## src/rtl/seq_factorial_pkg.sv

```systemverilog
// Shared definitions for the iterative factorial engine: FSM encoding,
// default widths and a 64-bit reference factorial for scoreboards.
package fact_pkg;

   localparam int IN_W_DEF  = 4;
   localparam int OUT_W_DEF = 44;

   typedef enum logic [1:0] {
      S_IDLE = 2'd0,
      S_CALC = 2'd1,
      S_FIN  = 2'd2
   } state_t;

   // Exact for n <= 20; anything larger silently wraps at 64 bits.
   function automatic logic [63:0] fact_ref(input int unsigned n);
      logic [63:0] r;
      r = 64'd1;
      for (int unsigned i = 2; i <= n; i++) begin
         r = r * 64'(i);
      end
      return r;
   endfunction

endpackage

```

## src/rtl/seq_factorial_if.sv

```systemverilog
// Start/busy/done handshake bundle between a requester and seq_factorial.
interface seq_factorial_if
   import fact_pkg::*;
#(
   parameter int IN_W  = IN_W_DEF,
   parameter int OUT_W = OUT_W_DEF
);

   logic             start;
   logic [IN_W-1:0]  in;
   logic             busy;
   logic             done;
   logic [OUT_W-1:0] facto;
   logic             overflow;

   modport master (output start, in, input busy, done, facto, overflow);
   modport slave  (input start, in, output busy, done, facto, overflow);

endinterface

```

## src/rtl/seq_factorial_mul_step.sv

```systemverilog
// One multiply step: acc*cnt at full width, with detection of bits above OUT_W.
module fact_mul_step #(
   parameter int IN_W  = 4,
   parameter int OUT_W = 44
) (
   input  logic [OUT_W-1:0] acc,
   input  logic [IN_W-1:0]  cnt,
   output logic [OUT_W-1:0] prod_lo,
   output logic             hi_nz
);

   logic [OUT_W+IN_W-1:0] prod;

   assign prod    = {{IN_W{1'b0}}, acc} * {{OUT_W{1'b0}}, cnt};
   assign prod_lo = prod[OUT_W-1:0];
   assign hi_nz   = |prod[OUT_W+IN_W-1:OUT_W];

endmodule

```

## src/rtl/seq_factorial.sv

```systemverilog
// Iterative factorial engine: one multiply per clock, saturating result with
// a sticky overflow flag so latency depends only on n.
module seq_factorial
   import fact_pkg::*;
#(
   parameter int IN_W  = IN_W_DEF,
   parameter int OUT_W = OUT_W_DEF
) (
   input  logic             clk,
   input  logic             rst_n,
   seq_factorial_if.slave   bus
);

   state_t           state;
   logic [OUT_W-1:0] acc;
   logic [IN_W-1:0]  cnt;
   logic             ovf;
   logic [OUT_W-1:0] prod_lo;
   logic             hi_nz;

   fact_mul_step #(.IN_W(IN_W), .OUT_W(OUT_W)) u_mul (
      .acc     (acc),
      .cnt     (cnt),
      .prod_lo (prod_lo),
      .hi_nz   (hi_nz)
   );

   always_ff @(posedge clk or negedge rst_n) begin
      if (!rst_n) begin
         state        <= S_IDLE;
         acc          <= '0;
         cnt          <= '0;
         ovf          <= 1'b0;
         bus.busy     <= 1'b0;
         bus.done     <= 1'b0;
         bus.facto    <= '0;
         bus.overflow <= 1'b0;
      end else begin
         bus.done <= 1'b0;
         case (state)
            S_IDLE: begin
               if (bus.start) begin
                  cnt      <= bus.in;
                  acc      <= OUT_W'(1);
                  ovf      <= 1'b0;
                  bus.busy <= 1'b1;
                  state    <= S_CALC;
               end
            end
            S_CALC: begin
               if (cnt <= IN_W'(1)) begin
                  state <= S_FIN;
               end else begin
                  // Keep multiplying after overflow so done timing never shifts.
                  if (hi_nz || ovf) begin
                     ovf <= 1'b1;
                  end
                  acc <= prod_lo;
                  cnt <= cnt - IN_W'(1);
               end
            end
            S_FIN: begin
               bus.facto    <= ovf ? {OUT_W{1'b1}} : acc;
               bus.overflow <= ovf;
               bus.done     <= 1'b1;
               bus.busy     <= 1'b0;
               state        <= S_IDLE;
            end
            default: begin
               state <= S_IDLE;
            end
         endcase
      end
   end

endmodule
```

## src/flat_wrapper.sv

```systemverilog
// flat-port wrapper written by rule: the top's interface ports become plain ports
module seq_factorial_flat import fact_pkg::*;
#(
   parameter int IN_W  = IN_W_DEF,
   parameter int OUT_W = OUT_W_DEF
)
  (clk, rst_n, bus_start, bus_in, bus_busy, bus_done, bus_facto, bus_overflow);
  seq_factorial_if #(.IN_W(IN_W), .OUT_W(OUT_W)) bus_i ();
  input  logic clk;
  input  logic rst_n;
  input wire logic [$bits(bus_i.start)-1:0] bus_start;
  input wire logic [$bits(bus_i.in)-1:0] bus_in;
  output wire logic [$bits(bus_i.busy)-1:0] bus_busy;
  output wire logic [$bits(bus_i.done)-1:0] bus_done;
  output wire logic [$bits(bus_i.facto)-1:0] bus_facto;
  output wire logic [$bits(bus_i.overflow)-1:0] bus_overflow;
  assign bus_i.start = bus_start;
  assign bus_i.in = bus_in;
  assign bus_busy = bus_i.busy;
  assign bus_done = bus_i.done;
  assign bus_facto = bus_i.facto;
  assign bus_overflow = bus_i.overflow;
  seq_factorial #(.IN_W(IN_W), .OUT_W(OUT_W)) u_core (.clk(clk), .rst_n(rst_n), .bus(bus_i));
endmodule
```

## config.mk

```make
export PLATFORM = sky130hd
export DESIGN_NAME = seq_factorial_flat
export DESIGN_NICKNAME = d
export VERILOG_FILES = /design/src/rtl/seq_factorial_pkg.sv /design/src/rtl/seq_factorial_if.sv /design/src/rtl/seq_factorial_mul_step.sv /design/src/rtl/seq_factorial.sv /design/src/flat_wrapper.sv
export SDC_FILE = /design/constraint.sdc
export NUM_CORES = 1
export LEC_CHECK = 0
export ABC_AREA = 1
export CAP_MARGIN = 30
export CORE_MARGIN = 4
export CORE_UTILIZATION = 44
export DETAILED_ROUTE_END_ITERATION = 10
export SLEW_MARGIN = 20
export SYNTH_ARGS = -nofsm -noshare
export SYNTH_HDL_FRONTEND = slang
export SYNTH_SLANG_ARGS = --single-unit
```

## constraint.sdc

```tcl
create_clock -name clk -period 3.4 [get_ports clk]
set_input_delay 1.02 -clock clk [delete_from_list [all_inputs] [get_ports clk]]
set_output_delay 1.02 -clock clk [all_outputs]
set_load 0.02 [all_outputs]
```

==> results.json <==
{
  "synth-xor-area-share_pct": 0.2418,
  "grt_overflow": 0,
  "leakagePower_uw": 0.008957,
  "whs_path_depth": 2,
  "dp_hpwl_um": 24950,
  "syn_to_final_growth_pct": 46.22,
  "fin_ws_ps": -230.8,
  "synthAdderAreaFrac_pct": 21.69,
  "status": "complete, but fails checks",
  "ir_drop_mv": 0.6901,
  "yosysUniqueCellTypes": 33,
  "tightest_slew_ps": 672.9,
  "nets": 2093,
  "r2r_start": "u_core.cnt[3]$_DFFE_PN0P_",
  "drive_gt1_share_pct": 35.74,
  "synth-compound-area-share_pct": 10.49,
  "syn-num-nets": 1839,
  "drt_iter0_drc": 666,
  "crit_chain": "buf_12 > nand2_1 > inv_1 > fa_1 > inv_2 > fa_1 > inv_2 > ha_4 > buf_6 > nand2_4 > buf_4 > nor2_4 > inv_2 > nor2_4 > buf_4 > nand3_4 > nand3_4 > a21oi_4 > inv_1 > nand2_1 > nand3_1 > nand2_1",
  "root_buffer": "clkbuf_16",
  "cp-end-kind": "register",
  "syn-instance-count": 1694,
  "period_minus_slack_ps": 3631,
  "die-width_um": 165.2,
  "arrival_ps": 3890,
  "synthMuxAreaShare_pct": 0,
  "ant_nets": 0,
  "rsz0062_at_grt": "true",
  "drt_wl_total_um": 35640,
  "cp_max_fo": 6,
  "skew_ps": 10.20,
  "critPathSlowestCell": "dfrtp_2",
  "yosys-top-cells-area": "dfrtp_1, nand2_1, inv_1",
  "min_to": "u_core.bus.facto[43]$_DFFE_PN0P_",
  "slew_headroom_pct": 55.09,
  "slew_viol_final": 0,
  "ys_ff_latch": 98,
  "clkSinkCount": 98,
  "io_buffers": 53,
  "hp-start": "u_core.bus.facto[43]$_DFFE_PN0P_",
  "violations": "setup timing",
  "hold_viol": 0,
  "routedWlPerCell_um": 15.65,
  "dp.cells": 2213,
  "crit_type": "register to register",
  "critical_path_required_ps": 3660,
  "ys_seq_area_share_pct": 22.57,
  "critical_path_buf_inv_count": 9,
  "max_clock_freq_mhz": 275.4,
  "coreArea_um2": 24320,
  "insertion_delay_ps": 370,
  "die_h_um": 165.2,
  "globalplace.congestion": 0.9468,
  "cts_tree": "yes",
  "diodes": 0,
  "clk_pin_slew_ps": 80,
  "synth_simple_gate_area_share_pct": 26.43,
  "fin_crit_sh_pct": 106.8,
  "avgViaCountPerCell": 4.879,
  "postSynthAreaPerCell_um2": 6.416,
  "num_vias": 11109,
  "grt_start_max_net_pins": 48,
  "yosysTopAreaCellShare_pct": 22.57,
  "instances_no_fill": 2277,
  "utilization_pct": 65.34,
  "rr_endpoint": "u_core.acc[37]$_DFFE_PN0P_",
  "cts_buffers": 9,
  "fillers": 2029,
  "hold_path_class": "register to register",
  "drcViolationCount": 0,
  "rows": 57,
  "initial_core_util_pct": 44.69,
  "worstRegToRegCells": 22,
  "grt_usage_pct": 24.75,
  "dieArea_um2": 27280,
  "yosys_warnings": 0,
  "pin_count": 54,
  "htreeDepth": 3,
  "synth_top_family_by_area": "simple AND/OR/NAND/NOR gates",
  "drv_cap": 0,
  "antenna_found_initial": 0,
  "critPathLaunchType": "register",
  "max_stage_delay_ps": 540,
  "grt_pass1_wl_um": 53840,
  "yosysTopAreaCell": "dfrtp_1",
  "powerDensity_nw_per_um2": 863.8,
  "first_global_vias": 10830,
  "finalSetupViolations": 33,
  "cts.path.max_buffers": 2,
  "drtPass1Iterations": 5,
  "critical-path-top-delay-family": "adder cells",
  "synth_area_um2": 10870,
  "reg2reg_setup_slack_ps": -230
}
cell families (layout without fill, tap and decap cells):
family                   count (synthesis)  in the layout
AO/OA/AOI/OAI                          204            204
buffers and inverters                  534            793
XOR/XNOR                                 3              3
AND/OR/NAND/NOR                        717            717
flip-flops                              98             98
adder cells (fa/ha/maj)                138            138
worst max-delay path by stage:
stage                                          from                         end  slack, ps  cells after the start
final                     u_core.cnt[3]$_DFFE_PN0P_  u_core.acc[37]$_DFFE_PN0P_       -230                     22
after global routing      u_core.cnt[3]$_DFFE_PN0P_      u_core.ovf$_DFFE_PN0P_       -410                     26
after CTS                 u_core.cnt[3]$_DFFE_PN0P_      u_core.ovf$_DFFE_PN0P_       -240                     23
after detailed placement  u_core.cnt[1]$_DFFE_PN0P_  u_core.acc[43]$_DFFE_PN0P_       -530                     20
after global placement    u_core.cnt[1]$_DFFE_PN0P_  u_core.acc[43]$_DFFE_PN0P_       -590                     20
after floorplan           u_core.cnt[2]$_DFFE_PN0P_  u_core.acc[32]$_DFFE_PN0P_          5                     19
synth_stat cells:
library cell	count
inv_1	495
nor2_4	2
clkbuf_1	22
nand2_2	9
and2_1	4
ha_1	54
o21ai_0	65
nand4_1	9
xor2_1	1
o22ai_1	18
o21bai_1	11
a21oi_4	1
nor4_1	1
a21oi_1	87
nor3_1	7
buf_4	1
nand2_1	513
a21oi_2	7
nand3_2	4
buf_2	9
fa_1	84
o21ai_2	1
buf_1	7
nor2_2	12
o2bb2ai_1	1
nor2_1	120
xnor2_1	2
nand3_1	36
a21boi_0	2
dfrtp_1	98
o21ai_1	8
o211ai_1	2
o21bai_4	1
sequential cells by signal, indices dropped and copies added (netlist names):
signal / flops
u_core.cnt: 4
u_core.bus.done: 1
u_core.bus.busy: 1
u_core.bus.facto: 44
u_core.bus.overflow: 1
u_core.ovf: 1
u_core.acc: 44
u_core.state: 2
cell usage in the layout, fill, tap and decap left out, types with 51 or more instances in the layout:
| cell type | instances |
|---|---|
| nand2_1 | 373 |
| inv_1 | 388 |
| buf_4 | 192 |
| nor2_1 | 79 |
| clkdlybuf4s50_1 | 52 |
| nand2_2 | 103 |
| fa_1 | 81 |
| dfrtp_1 | 97 |
| a21oi_1 | 51 |
| inv_2 | 101 |
where the power goes:
group | total (uW) | switching (uW) | internal [uW]
Combinational | 10500 | 5960 | 4560
Sequential | 2090 | 444 | 1640
Clock | 1120 | 522 | 597
Total | 13700 | 6920 | 6800
through the flow:
step	cell area, um2	hold WS, ps	power (uW)	setup slack, ps	TNS [ps]
floorplan	10870	516.7	6494	4.574	0
global placement	13070	452.8	9416	-587.5	-7152
detailed placement	13070	458.1	9554	-527.3	-8212
CTS	13970	476.5	11330	-236.8	-3831
global route	15890	492.9	14810	-412.5	-8911
finish	15890	470.9	13730	-230.8	-4795
worst min-delay path: stages, from the launching register on:
cell	delay [ps]
dfrtp_1	350
nand2_1	50
nand2_1	40
per-layer routing:
layer,share of wire (%),up-vias,GRT usage [%]
met4,2.7,0,6.805
met3,4.1,70,2.854
met1,44,5332,33.85
met5,0,-,0
met2,49,255,41.65
li1,-,5452,-
area by class of cell:
| type | count | area, um2 | area share [%] |
|---|---|---|---|
| multi-input combinational | 1062 | 8328 | 52.41 |
| timing repair buffer | 282 | 2526 | 15.90 |
| sequential | 98 | 2454 | 15.44 |
| inverter | 495 | 1873 | 11.79 |
| tap | 324 | 405.4 | 2.551 |
| clock buffer | 11 | 242.7 | 1.527 |
| clock inverter | 5 | 62.56 | 0.3937 |
timing repair:
action                     4_1_cts  5_1_grt
resized for setup              129      472
setup buffers                    7       39
hold buffers                     0        0
gates cloned                     0        5
pin swaps                       20      215
setup endpoints to repair       35       37
(Power assumes the default switching activity.)
